File: src/rtl/acl2_pkg.sv
`default_nettype none
// ============================================================================
// Module      : acl2_pkg
// Description : Shared constants for the PMOD ACL2 (ADXL362) transaction
//               sequencer: SPI instruction bytes, register addresses, step
//               limits and the sequencer state encoding.
// Ports       : none (package)
// Revision    : 1.0 - initial release
// ============================================================================
package acl2_pkg;

    // ADXL362 SPI instruction bytes
    localparam logic [7:0] INSTR_WRITE = 8'h0A;
    localparam logic [7:0] INSTR_READ  = 8'h0B;

    // Data registers, read in this order (XL, XH, YL, YH, ZL, ZH)
    localparam logic [7:0] ADDR_XDATA_L = 8'h0E;
    localparam logic [7:0] ADDR_XDATA_H = 8'h0F;
    localparam logic [7:0] ADDR_YDATA_L = 8'h10;
    localparam logic [7:0] ADDR_YDATA_H = 8'h11;
    localparam logic [7:0] ADDR_ZDATA_L = 8'h12;
    localparam logic [7:0] ADDR_ZDATA_H = 8'h13;

    // Configuration registers
    localparam logic [7:0] ADDR_FILTER_CTL = 8'h2C;
    localparam logic [7:0] ADDR_POWER_CTL  = 8'h2D;

    // Last step index of each phase
    localparam logic [2:0] CFG_LAST_STEP = 3'd1;
    localparam logic [2:0] RD_LAST_STEP  = 3'd5;

    typedef enum logic [2:0] {
        ST_IDLE     = 3'd0,
        ST_ISSUE    = 3'd1,
        ST_WAIT     = 3'd2,
        ST_WAIT_TMR = 3'd3,
        ST_PUBLISH  = 3'd4,
        ST_ERROR    = 3'd5
    } state_t;

    // Data registers are contiguous, so read step n maps to XDATA_L + n.
    function automatic logic [7:0] read_addr(input logic [2:0] idx);
        return ADDR_XDATA_L + {5'd0, idx};
    endfunction

endpackage : acl2_pkg
`default_nettype wire

File: src/rtl/acl2_ctrl_if.sv
`default_nettype none
// ============================================================================
// Module      : acl2_ctrl_if
// Description : Command/response bus between the ACL2 sequencer and the
//               SPI master.
// Signals     : spi_load  - one-cycle transaction start pulse
//               spi_instr - instruction byte (0x0A write / 0x0B read)
//               spi_addr  - register address
//               spi_wdata - write byte (0x00 on reads)
//               spi_rdata - read byte, valid with spi_done
//               spi_done  - one-cycle transaction-complete pulse
// Modports    : master (sequencer side), slave (SPI master side)
// Revision    : 1.0 - initial release
// ============================================================================
interface acl2_ctrl_if;

    logic       spi_load;
    logic [7:0] spi_instr;
    logic [7:0] spi_addr;
    logic [7:0] spi_wdata;
    logic [7:0] spi_rdata;
    logic       spi_done;

    modport master (
        output spi_load,
        output spi_instr,
        output spi_addr,
        output spi_wdata,
        input  spi_rdata,
        input  spi_done
    );

    modport slave (
        input  spi_load,
        input  spi_instr,
        input  spi_addr,
        input  spi_wdata,
        output spi_rdata,
        output spi_done
    );

endinterface : acl2_ctrl_if
`default_nettype wire

File: src/rtl/acl2_ctrl.sv
`default_nettype none
// ============================================================================
// Module      : acl2_ctrl
// Description : Transaction sequencer upstream of the PMOD ACL2 SPI master.
//               After reset it writes FILTER_CTL and POWER_CTL, then
//               periodically reads the six X/Y/Z data registers and
//               publishes three 12-bit samples with a one-cycle valid pulse.
// Ports       : clk          - system clock
//               rstn         - asynchronous active-low reset
//               enable       - run sequencer; low parks in IDLE
//               spi          - command/response bus (master modport)
//               x/y/z_data   - 12-bit signed samples
//               sample_valid - one-cycle pulse when samples update
//               cfg_done     - sticky, configuration writes complete
//               err          - sticky, transaction timeout
// Revision    : 1.0 - initial release
// ============================================================================
module acl2_ctrl
    import acl2_pkg::*;
#(
    parameter int unsigned SAMPLE_DIV = 100000,
    parameter int unsigned TIMEOUT    = 1024,
    parameter logic [7:0]  FILTER_VAL = 8'h13,
    parameter logic [7:0]  POWER_VAL  = 8'h02
) (
    input  wire logic        clk,
    input  wire logic        rstn,
    input  wire logic        enable,
    acl2_ctrl_if.master      spi,
    output      logic [11:0] x_data,
    output      logic [11:0] y_data,
    output      logic [11:0] z_data,
    output      logic        sample_valid,
    output      logic        cfg_done,
    output      logic        err
);

    localparam int unsigned DIV_W = $clog2(SAMPLE_DIV + 1);
    localparam int unsigned TMO_W = $clog2(TIMEOUT + 1);

    localparam logic [DIV_W-1:0] c_div_load = DIV_W'(SAMPLE_DIV - 1);
    localparam logic [TMO_W-1:0] c_tmo_last = TMO_W'(TIMEOUT - 1);

    state_t           r_state;
    logic [2:0]       r_idx;
    logic [DIV_W-1:0] r_div;
    logic [TMO_W-1:0] r_tmo;
    logic [7:0]       r_shadow [0:5];

    logic             w_last_step;
    logic [2:0]       w_next_idx;

    // cfg_done doubles as the phase flag: low = config steps, high = reads.
    assign w_last_step = cfg_done ? (r_idx == RD_LAST_STEP) : (r_idx == CFG_LAST_STEP);
    assign w_next_idx  = r_idx + 3'd1;

    // {instr, addr, wdata} for a given step of the current phase.
    function automatic logic [23:0] step_cmd(input logic rd_phase, input logic [2:0] idx);
        if (rd_phase) begin
            return {INSTR_READ, read_addr(idx), 8'h00};
        end else if (idx == 3'd0) begin
            return {INSTR_WRITE, ADDR_FILTER_CTL, FILTER_VAL};
        end else begin
            return {INSTR_WRITE, ADDR_POWER_CTL, POWER_VAL};
        end
    endfunction

    always_ff @(posedge clk or negedge rstn) begin
        if (!rstn) begin
            r_state       <= ST_IDLE;
            r_idx         <= 3'd0;
            r_div         <= '0;
            r_tmo         <= '0;
            for (int i = 0; i < 6; i++) begin
                r_shadow[i] <= 8'h00;
            end
            spi.spi_load  <= 1'b0;
            spi.spi_instr <= 8'h00;
            spi.spi_addr  <= 8'h00;
            spi.spi_wdata <= 8'h00;
            x_data        <= 12'h000;
            y_data        <= 12'h000;
            z_data        <= 12'h000;
            sample_valid  <= 1'b0;
            cfg_done      <= 1'b0;
            err           <= 1'b0;
        end else begin
            // Both pulses are high only in the cycle after they are set.
            spi.spi_load <= 1'b0;
            sample_valid <= 1'b0;

            case (r_state)
                ST_IDLE: begin
                    if (enable) begin
                        if (!cfg_done) begin
                            r_idx        <= 3'd0;
                            {spi.spi_instr, spi.spi_addr, spi.spi_wdata} <= step_cmd(1'b0, 3'd0);
                            spi.spi_load <= 1'b1;
                            r_state      <= ST_ISSUE;
                        end else begin
                            r_div   <= c_div_load;
                            r_state <= ST_WAIT_TMR;
                        end
                    end
                end

                ST_ISSUE: begin
                    r_tmo   <= '0;
                    r_state <= ST_WAIT;
                end

                ST_WAIT: begin
                    // spi_done is checked first so it wins a tie with expiry.
                    if (spi.spi_done) begin
                        if (cfg_done) begin
                            r_shadow[r_idx] <= spi.spi_rdata;
                        end else if (r_idx == CFG_LAST_STEP) begin
                            cfg_done <= 1'b1;
                        end

                        if (!enable) begin
                            r_state <= ST_IDLE;
                        end else if (w_last_step) begin
                            if (cfg_done) begin
                                // ZH arrives this cycle, so take it straight from the bus.
                                x_data       <= {r_shadow[1][3:0], r_shadow[0]};
                                y_data       <= {r_shadow[3][3:0], r_shadow[2]};
                                z_data       <= {spi.spi_rdata[3:0], r_shadow[4]};
                                sample_valid <= 1'b1;
                                r_state      <= ST_PUBLISH;
                            end else begin
                                r_div   <= c_div_load;
                                r_state <= ST_WAIT_TMR;
                            end
                        end else begin
                            r_idx        <= w_next_idx;
                            {spi.spi_instr, spi.spi_addr, spi.spi_wdata} <= step_cmd(cfg_done, w_next_idx);
                            spi.spi_load <= 1'b1;
                            r_state      <= ST_ISSUE;
                        end
                    end else if (r_tmo == c_tmo_last) begin
                        err     <= 1'b1;
                        r_state <= ST_ERROR;
                    end else begin
                        r_tmo <= r_tmo + 1'b1;
                    end
                end

                ST_WAIT_TMR: begin
                    if (!enable) begin
                        r_state <= ST_IDLE;
                    end else if (r_div == '0) begin
                        r_idx        <= 3'd0;
                        {spi.spi_instr, spi.spi_addr, spi.spi_wdata} <= step_cmd(1'b1, 3'd0);
                        spi.spi_load <= 1'b1;
                        r_state      <= ST_ISSUE;
                    end else begin
                        r_div <= r_div - 1'b1;
                    end
                end

                ST_PUBLISH: begin
                    r_div   <= c_div_load;
                    r_state <= ST_WAIT_TMR;
                end

                ST_ERROR: begin
                    r_state <= ST_ERROR;
                end

                default: begin
                    r_state <= ST_IDLE;
                end
            endcase
        end
    end

endmodule : acl2_ctrl
`default_nettype wire

File: src/flat_wrapper.sv
// flat-port wrapper written by rule: the top's interface ports become plain ports
module acl2_ctrl_flat import acl2_pkg::*;
#(
    parameter int unsigned SAMPLE_DIV = 100000,
    parameter int unsigned TIMEOUT    = 1024,
    parameter logic [7:0]  FILTER_VAL = 8'h13,
    parameter logic [7:0]  POWER_VAL  = 8'h02
)
  (clk, rstn, enable, x_data, y_data, z_data, sample_valid, cfg_done, err, spi_spi_load, spi_spi_instr, spi_spi_addr, spi_spi_wdata, spi_spi_rdata, spi_spi_done);
  acl2_ctrl_if spi_i ();
  input  wire logic clk;
  input  wire logic rstn;
  input  wire logic enable;
  output      logic [11:0] x_data;
  output      logic [11:0] y_data;
  output      logic [11:0] z_data;
  output      logic sample_valid;
  output      logic cfg_done;
  output      logic err;
  output wire logic [$bits(spi_i.spi_load)-1:0] spi_spi_load;
  output wire logic [$bits(spi_i.spi_instr)-1:0] spi_spi_instr;
  output wire logic [$bits(spi_i.spi_addr)-1:0] spi_spi_addr;
  output wire logic [$bits(spi_i.spi_wdata)-1:0] spi_spi_wdata;
  input wire logic [$bits(spi_i.spi_rdata)-1:0] spi_spi_rdata;
  input wire logic [$bits(spi_i.spi_done)-1:0] spi_spi_done;
  assign spi_spi_load = spi_i.spi_load;
  assign spi_spi_instr = spi_i.spi_instr;
  assign spi_spi_addr = spi_i.spi_addr;
  assign spi_spi_wdata = spi_i.spi_wdata;
  assign spi_i.spi_rdata = spi_spi_rdata;
  assign spi_i.spi_done = spi_spi_done;
  acl2_ctrl #(.SAMPLE_DIV(SAMPLE_DIV), .TIMEOUT(TIMEOUT), .FILTER_VAL(FILTER_VAL), .POWER_VAL(POWER_VAL)) u_core (.clk(clk), .rstn(rstn), .enable(enable), .spi(spi_i), .x_data(x_data), .y_data(y_data), .z_data(z_data), .sample_valid(sample_valid), .cfg_done(cfg_done), .err(err));
endmodule
File: config.mk
export PLATFORM = sky130hd
export DESIGN_NAME = acl2_ctrl_flat
export DESIGN_NICKNAME = d
export VERILOG_FILES = /design/src/rtl/acl2_pkg.sv /design/src/rtl/acl2_ctrl_if.sv /design/src/rtl/acl2_ctrl.sv /design/src/flat_wrapper.sv
export SDC_FILE = /design/constraint.sdc
export NUM_CORES = 1
export LEC_CHECK = 0
export ABC_CLOCK_PERIOD_IN_PS = 4400
export BUFFER_PORTS_ARGS = -buffer_cell sky130_fd_sc_hd__buf_4
export CAP_MARGIN = 20
export CORE_MARGIN = 2
export CORE_UTILIZATION = 48
export CTS_CLUSTER_DIAMETER = 100
export DETAILED_ROUTE_END_ITERATION = 16
export HOLD_SLACK_MARGIN = 0.15
export PLACE_DENSITY = 0.69
export SLEW_MARGIN = 20
export SYNTH_ARGS = -nofsm -noshare
export SYNTH_HDL_FRONTEND = slang
export SYNTH_SLANG_ARGS = --single-unit
File: constraint.sdc
create_clock -name clk -period 4.4 [get_ports clk]
set_input_delay 0.66 -clock clk [delete_from_list [all_inputs] [get_ports clk]]
set_output_delay 0.66 -clock clk [all_outputs]
set_load 0.05 [all_outputs]
# == Word level (Yosys, flattened, before mapping) ==
# Cells that the tools add are included.
# word_totals
regBits,146
# classes
n_addsub,4
magnitude_cmp,2
eq_ne,23
muxes,75
n_bitwise,2
reduce_logical,15
# op_table
op,n
2-to-1 mux 8 bit,22
2-to-1 mux 17 bit,8
one-hot mux 8 bit (3 select lines),3
one-hot mux 17 bit (4 select lines),1
bitwise mux 48 bit,1
2-to-1 mux 3 bit,15
demux 8 bit (select 3 bit),1
2-to-1 mux 24 bit,1
2-to-1 mux 11 bit,2
one-hot mux 11 bit (2 select lines),1
"!= test 2 bit, second input constant",10
one-hot mux 3 bit (6 select lines),1
zero test 17 bit,1
"subtractor 17 x 1 -> 17 bit, second input constant",1
2-to-1 mux 1 bit,15
AND reduction 3 bit,4
"adder 11 x 1 -> 11 bit, second input constant",1
"== test 11 x 10 -> 1 bit, second input constant",1
"== test 3 bit, second input constant",3
2-to-1 mux 9 bit,1
one-hot mux 3 bit (3 select lines),1
AND reduction 9 bit,1
AND reduction 8 bit,1
"== test 3 x 1 -> 1 bit, second input constant",2
other kinds (18),23

# == Depth between registers and ports, before layout ==
# depth
word_depth,8
mapped_depth,8

# == Least setup slack after synthesis ==
# No wires, ideal clock.
# synth_timing
path_type,register -> register
from,register u_core.cfg_done
to,register u_core.spi.spi_wdata[1]
setup_time_ns,0.128
arrival_time_ns,2.104
setup_slack_ns,2.168
stages_incl_launch_ff,8
path_buffers,1
synth_period_minus_slack_ns,2.232
path_cell_list,dfrtp_1 > clkbuf_1 > and2_1 > o21bai_1 > a221oi_1 > nor2_1 > clkinv_2 > mux2_1
# synth_between
elab_chain_cells,5
elab_cells_between_ends,9
# synth_rtl
element,line,text
from (decl),acl2_ctrl.sv:34,"output logic cfg_done,"
from (signal assigned),acl2_ctrl.sv:85,cfg_done <= 1'b0;
from (signal assigned),acl2_ctrl.sv:118,cfg_done <= 1'b1;
2-to-1 mux 24 bit,acl2_ctrl.sv:59,if (rd_phase) begin
2-to-1 mux 8 bit,acl2_ctrl.sv:123,end else if (w_last_step) begin
2-to-1 mux 8 bit,acl2_ctrl.sv:121,if (!enable) begin
2-to-1 mux 8 bit,acl2_ctrl.sv:114,if (spi.spi_done) begin
one-hot mux 8 bit (3 select lines),acl2_ctrl.sv:92,case (r_state)
to (signal assigned),acl2_ctrl.sv:97,"{spi.spi_instr, spi.spi_addr, spi.spi_wdata} <= step_cmd(1'b0, 3'd0);"
to (signal assigned),acl2_ctrl.sv:137,"{spi.spi_instr, spi.spi_addr, spi.spi_wdata} <= step_cmd(cfg_done, w_next_idx);"
to (signal assigned),acl2_ctrl.sv:154,"{spi.spi_instr, spi.spi_addr, spi.spi_wdata} <= step_cmd(1'b1, 3'd0);"
to (decl),acl2_ctrl_if.sv:28,"output spi_wdata,"
# Several ways; a longest one is shown, not always the timed one. The select of a mux whose other input is x is not followed.
# A chain may end at the register's enable or synchronous reset.

# == Worst setup path in the final report ==
# layout_timing
from,register u_core.r_state[0]
to,register u_core.x_data[11]
# layout_between
elab_chain_cells,2
# layout_rtl
element,line,text
from (decl),acl2_ctrl.sv:44,state_t r_state;
from (signal assigned),acl2_ctrl.sv:70,r_state <= ST_IDLE;
from (signal assigned),acl2_ctrl.sv:99,r_state <= ST_ISSUE;
from (signal assigned),acl2_ctrl.sv:102,r_state <= ST_WAIT_TMR;
== test 3 x 2 -> 1 bit,acl2_ctrl.sv:92,
AND reduction 5 bit (no source line),n/a,
to (signal assigned),acl2_ctrl.sv:126,"x_data <= {r_shadow[1][3:0], r_shadow[0]};"
to (decl),acl2_ctrl.sv:30,"output logic [11:0] x_data,"
# No other way between the ends.

==> metrics <==
status completed; clock latency on the worst-skew pair between 400 and 500 ps; vias in the first global route 3925; fin area 6550 sq um; Max Cap Viol 0; Gate power share 0.266; Max Fanout on Critical Path 37; flip-flop and latch count after synthesis 115; drt pass-1 iters 5; DRT antenna net count 0; largest net degree at the start of global routing 77; crit path cell chain nor3b_2 > and2_1 > nand3_1 > nor2_4 > mux2_2; post-detail-place hpwl approximately 8100 um; crit path max-delay cell type nor2_4; antenna violations before repair 0; RSZ-0062 raised after global routing false; Setup crit end kind flop; DR iter-0 viols 297; Setup Viol. Count Final 0; met2 Resource Use GR 0.334; unique cell type count in the Yosys netlist 62; Top FF cell, synth dfrtp_1; CTS tree done; asr flop ratio synth 1.00; Slew headroom 0.296; Top delay family on crit path simple AND/OR/NAND/NOR gates; count of hold buffers inserted by post-cts repair 0; first-pass GRT wire length 19500 um; full die area 12200 sq um; io pins 76; vias about 3900; layout cell share with drive strength beyond 1 0.335; root buf cell clkbuf_16; slew at the pin closest to its max-slew limit 1050 ps; Syn Inst Count 470; share of the synthesized area in the top cell type 0.528; PD cells about 580 nW/um^2; Period minus WS final 2770 ps; cell with the most instances after synthesis dfrtp_1; Synth-to-Final Area Change 20.2%; Power, Total 3800 uW; top post-synthesis cells by count 115 x dfrtp_1, 68 x mux2_2, 25 x a21oi_1, 24 x nand2_1, 24 x nor2_1; Overall Global Routing Usage 0.200; Buf+Inv Stages, Crit Path 0; clk sink count 115; clock group share of total power 0.356; post-cts sizing count 0; Post-synth EDFFs 0; Top Usage Layer GRT met2; Clock Tree Buf Depth 2; die height ~110 um; GR Layer Usage met3 0.0692; Cell Area, Synth 5450 sq um; sw frac 0.348; WL final 11800 um; H-tree levels 4; met1 GRT Util 0.241; Ys Warns 0; f_max 0.360 GHz; Worst Hold Class in2async; Final Util 0.599; DRC violations left 0; Pleak 0.00307 uW; Core Area 10900 sq um; sequential share of power 0.378; VDD IR max 0.338 mV; Final Instance Count excl. Fillers 687; Crit path required time 4700 ps; Placer Congestion 0.904; ant diodes 0; post-synthesis sequential area ratio 0.528; num rows 38; Worst Skew 8.86 ps; postcts setup bufs 0; Slew Limit Fails 0; layout net count 553; Setup TNS Final 0 ps; CP max stage delay ~840 ps; clock slew at reported path FFs 50 ps; Net Switching 1320 uW; Mean Syn Cell Area 11.6 sq um; Critical Path Start Type flop; cell internal pwr 2480 uW; die width 111 um; Initial Util 0.498; Port Buffers 63; wire length per cell 17.1 um; Placed Cells 655; final hold viol count 0; critical path class reg2reg; Area after DPL 5960 sq um; synth top area cells dfrtp_1 53%, mux2_2 14%, buf_4 2.5%; vias per cell between 5 and 6; post-synth top area cell dfrtp_1; crit share post-route 0.631; grt ovf 0; fill cell count between 900 and 1000; cts bufs inserted 17; Critical Path AT 3070 ps
## cells by family after synthesis
kind of cell | count (synthesis) | synth area share
AOI/OAI and AO/OA | 75 | 0.0845
xor gates and xnor gates | 7 | 0.0113
adders and majority gates | 7 | 0.0161
buffers and inverters | 44 | 0.0455
DFF | 115 | 0.528
muxes | 75 | 0.155
other | 1 | 0.000688
and+or+nand+nor | 146 | 0.159
## power by group through the flow
stage / Sequential, uW / Clock, uW / Combinational, uW
CTS: 1440 / 1370 / 1010
floorplan: 1520 / 0 / 668
global route: 1470 / 1430 / 1100
detailed placement: 1450 / 0 / 1000
finish: 1440 / 1350 / 1010
global placement: 1440 / 0 / 994
## path summary, 6_finish.rpt
path                              startpoint           endpoint  slack [ps]  cells after the start
hold / removal                          rstn    u_core.r_div[8]         370                      1
max in group asynchronous               rstn    u_core.r_tmo[6]        3140                      2
setup / recovery           u_core.r_state[0]  u_core.x_data[11]        1630                      5
setup reg to reg           u_core.r_state[0]  u_core.x_data[11]        1630                      5
hold reg to reg                   u_core.err         u_core.err         450                      1
min in group clk                  u_core.err         u_core.err         450                      1
## placed cells by master (no fill, tap or decap), drive strengths merged, types with 3 or more instances in the layout
master / instances
nor4: 9
clkinvlp: 3
and2: 4
ha: 7
nor3: 14
a31oi: 8
clkinv: 5
conb: 12
or3: 4
clkbuf: 21
nand4: 8
or4: 5
xor2: 5
nand3: 17
buf: 67
dfrtp: 115
inv: 12
nand2b: 6
a211oi: 3
o211ai: 4
nor2: 26
nand2: 25
a21oi: 25
o21ai: 17
nor3b: 4
and3: 8
or2: 3
mux2: 73
## cell type report
class	count	area [sq um]	area share
multi-input cells	322	2360	0.361
well taps	140	175	0.0267
clock buffers	21	460	0.0703
clock inverters	11	128	0.0195
inverters	11	42.5	0.00649
repair buffers	67	503	0.0768
flip-flops and latches	115	2880	0.439
## metrics by stage
step	hold slack, ps	setup slack [ps]
global placement	441	1720
CTS	424	1600
floorplan	364	2170
detailed placement	446	1610
finish	370	1630
global route	436	1390
## per-layer routing
| layer | part of all wire | wire length [um] |
|---|---|---|
| met1 | 0.41 | 4790 |
| met2 | 0.52 | 6130 |
| met3 | 0.061 | 717 |
| met4 | 0.011 | 132 |
| met5 | 0 | 0 |
## flip-flops by register name (all words and copies together) (netlist names)
name / flops
u_core.r_tmo: 11
u_core.spi.spi_load: 1
u_core.x_data: 12
u_core.r_shadow: 32
u_core.r_idx: 3
u_core.y_data: 12
u_core.z_data: 12
u_core.sample_valid: 1
u_core.spi.spi_wdata: 2
u_core.err: 1
u_core.spi.spi_instr: 2
u_core.spi.spi_addr: 5
u_core.r_state: 3
u_core.r_div: 17
u_core.cfg_done: 1
Power figures use the tool's default switching activity.
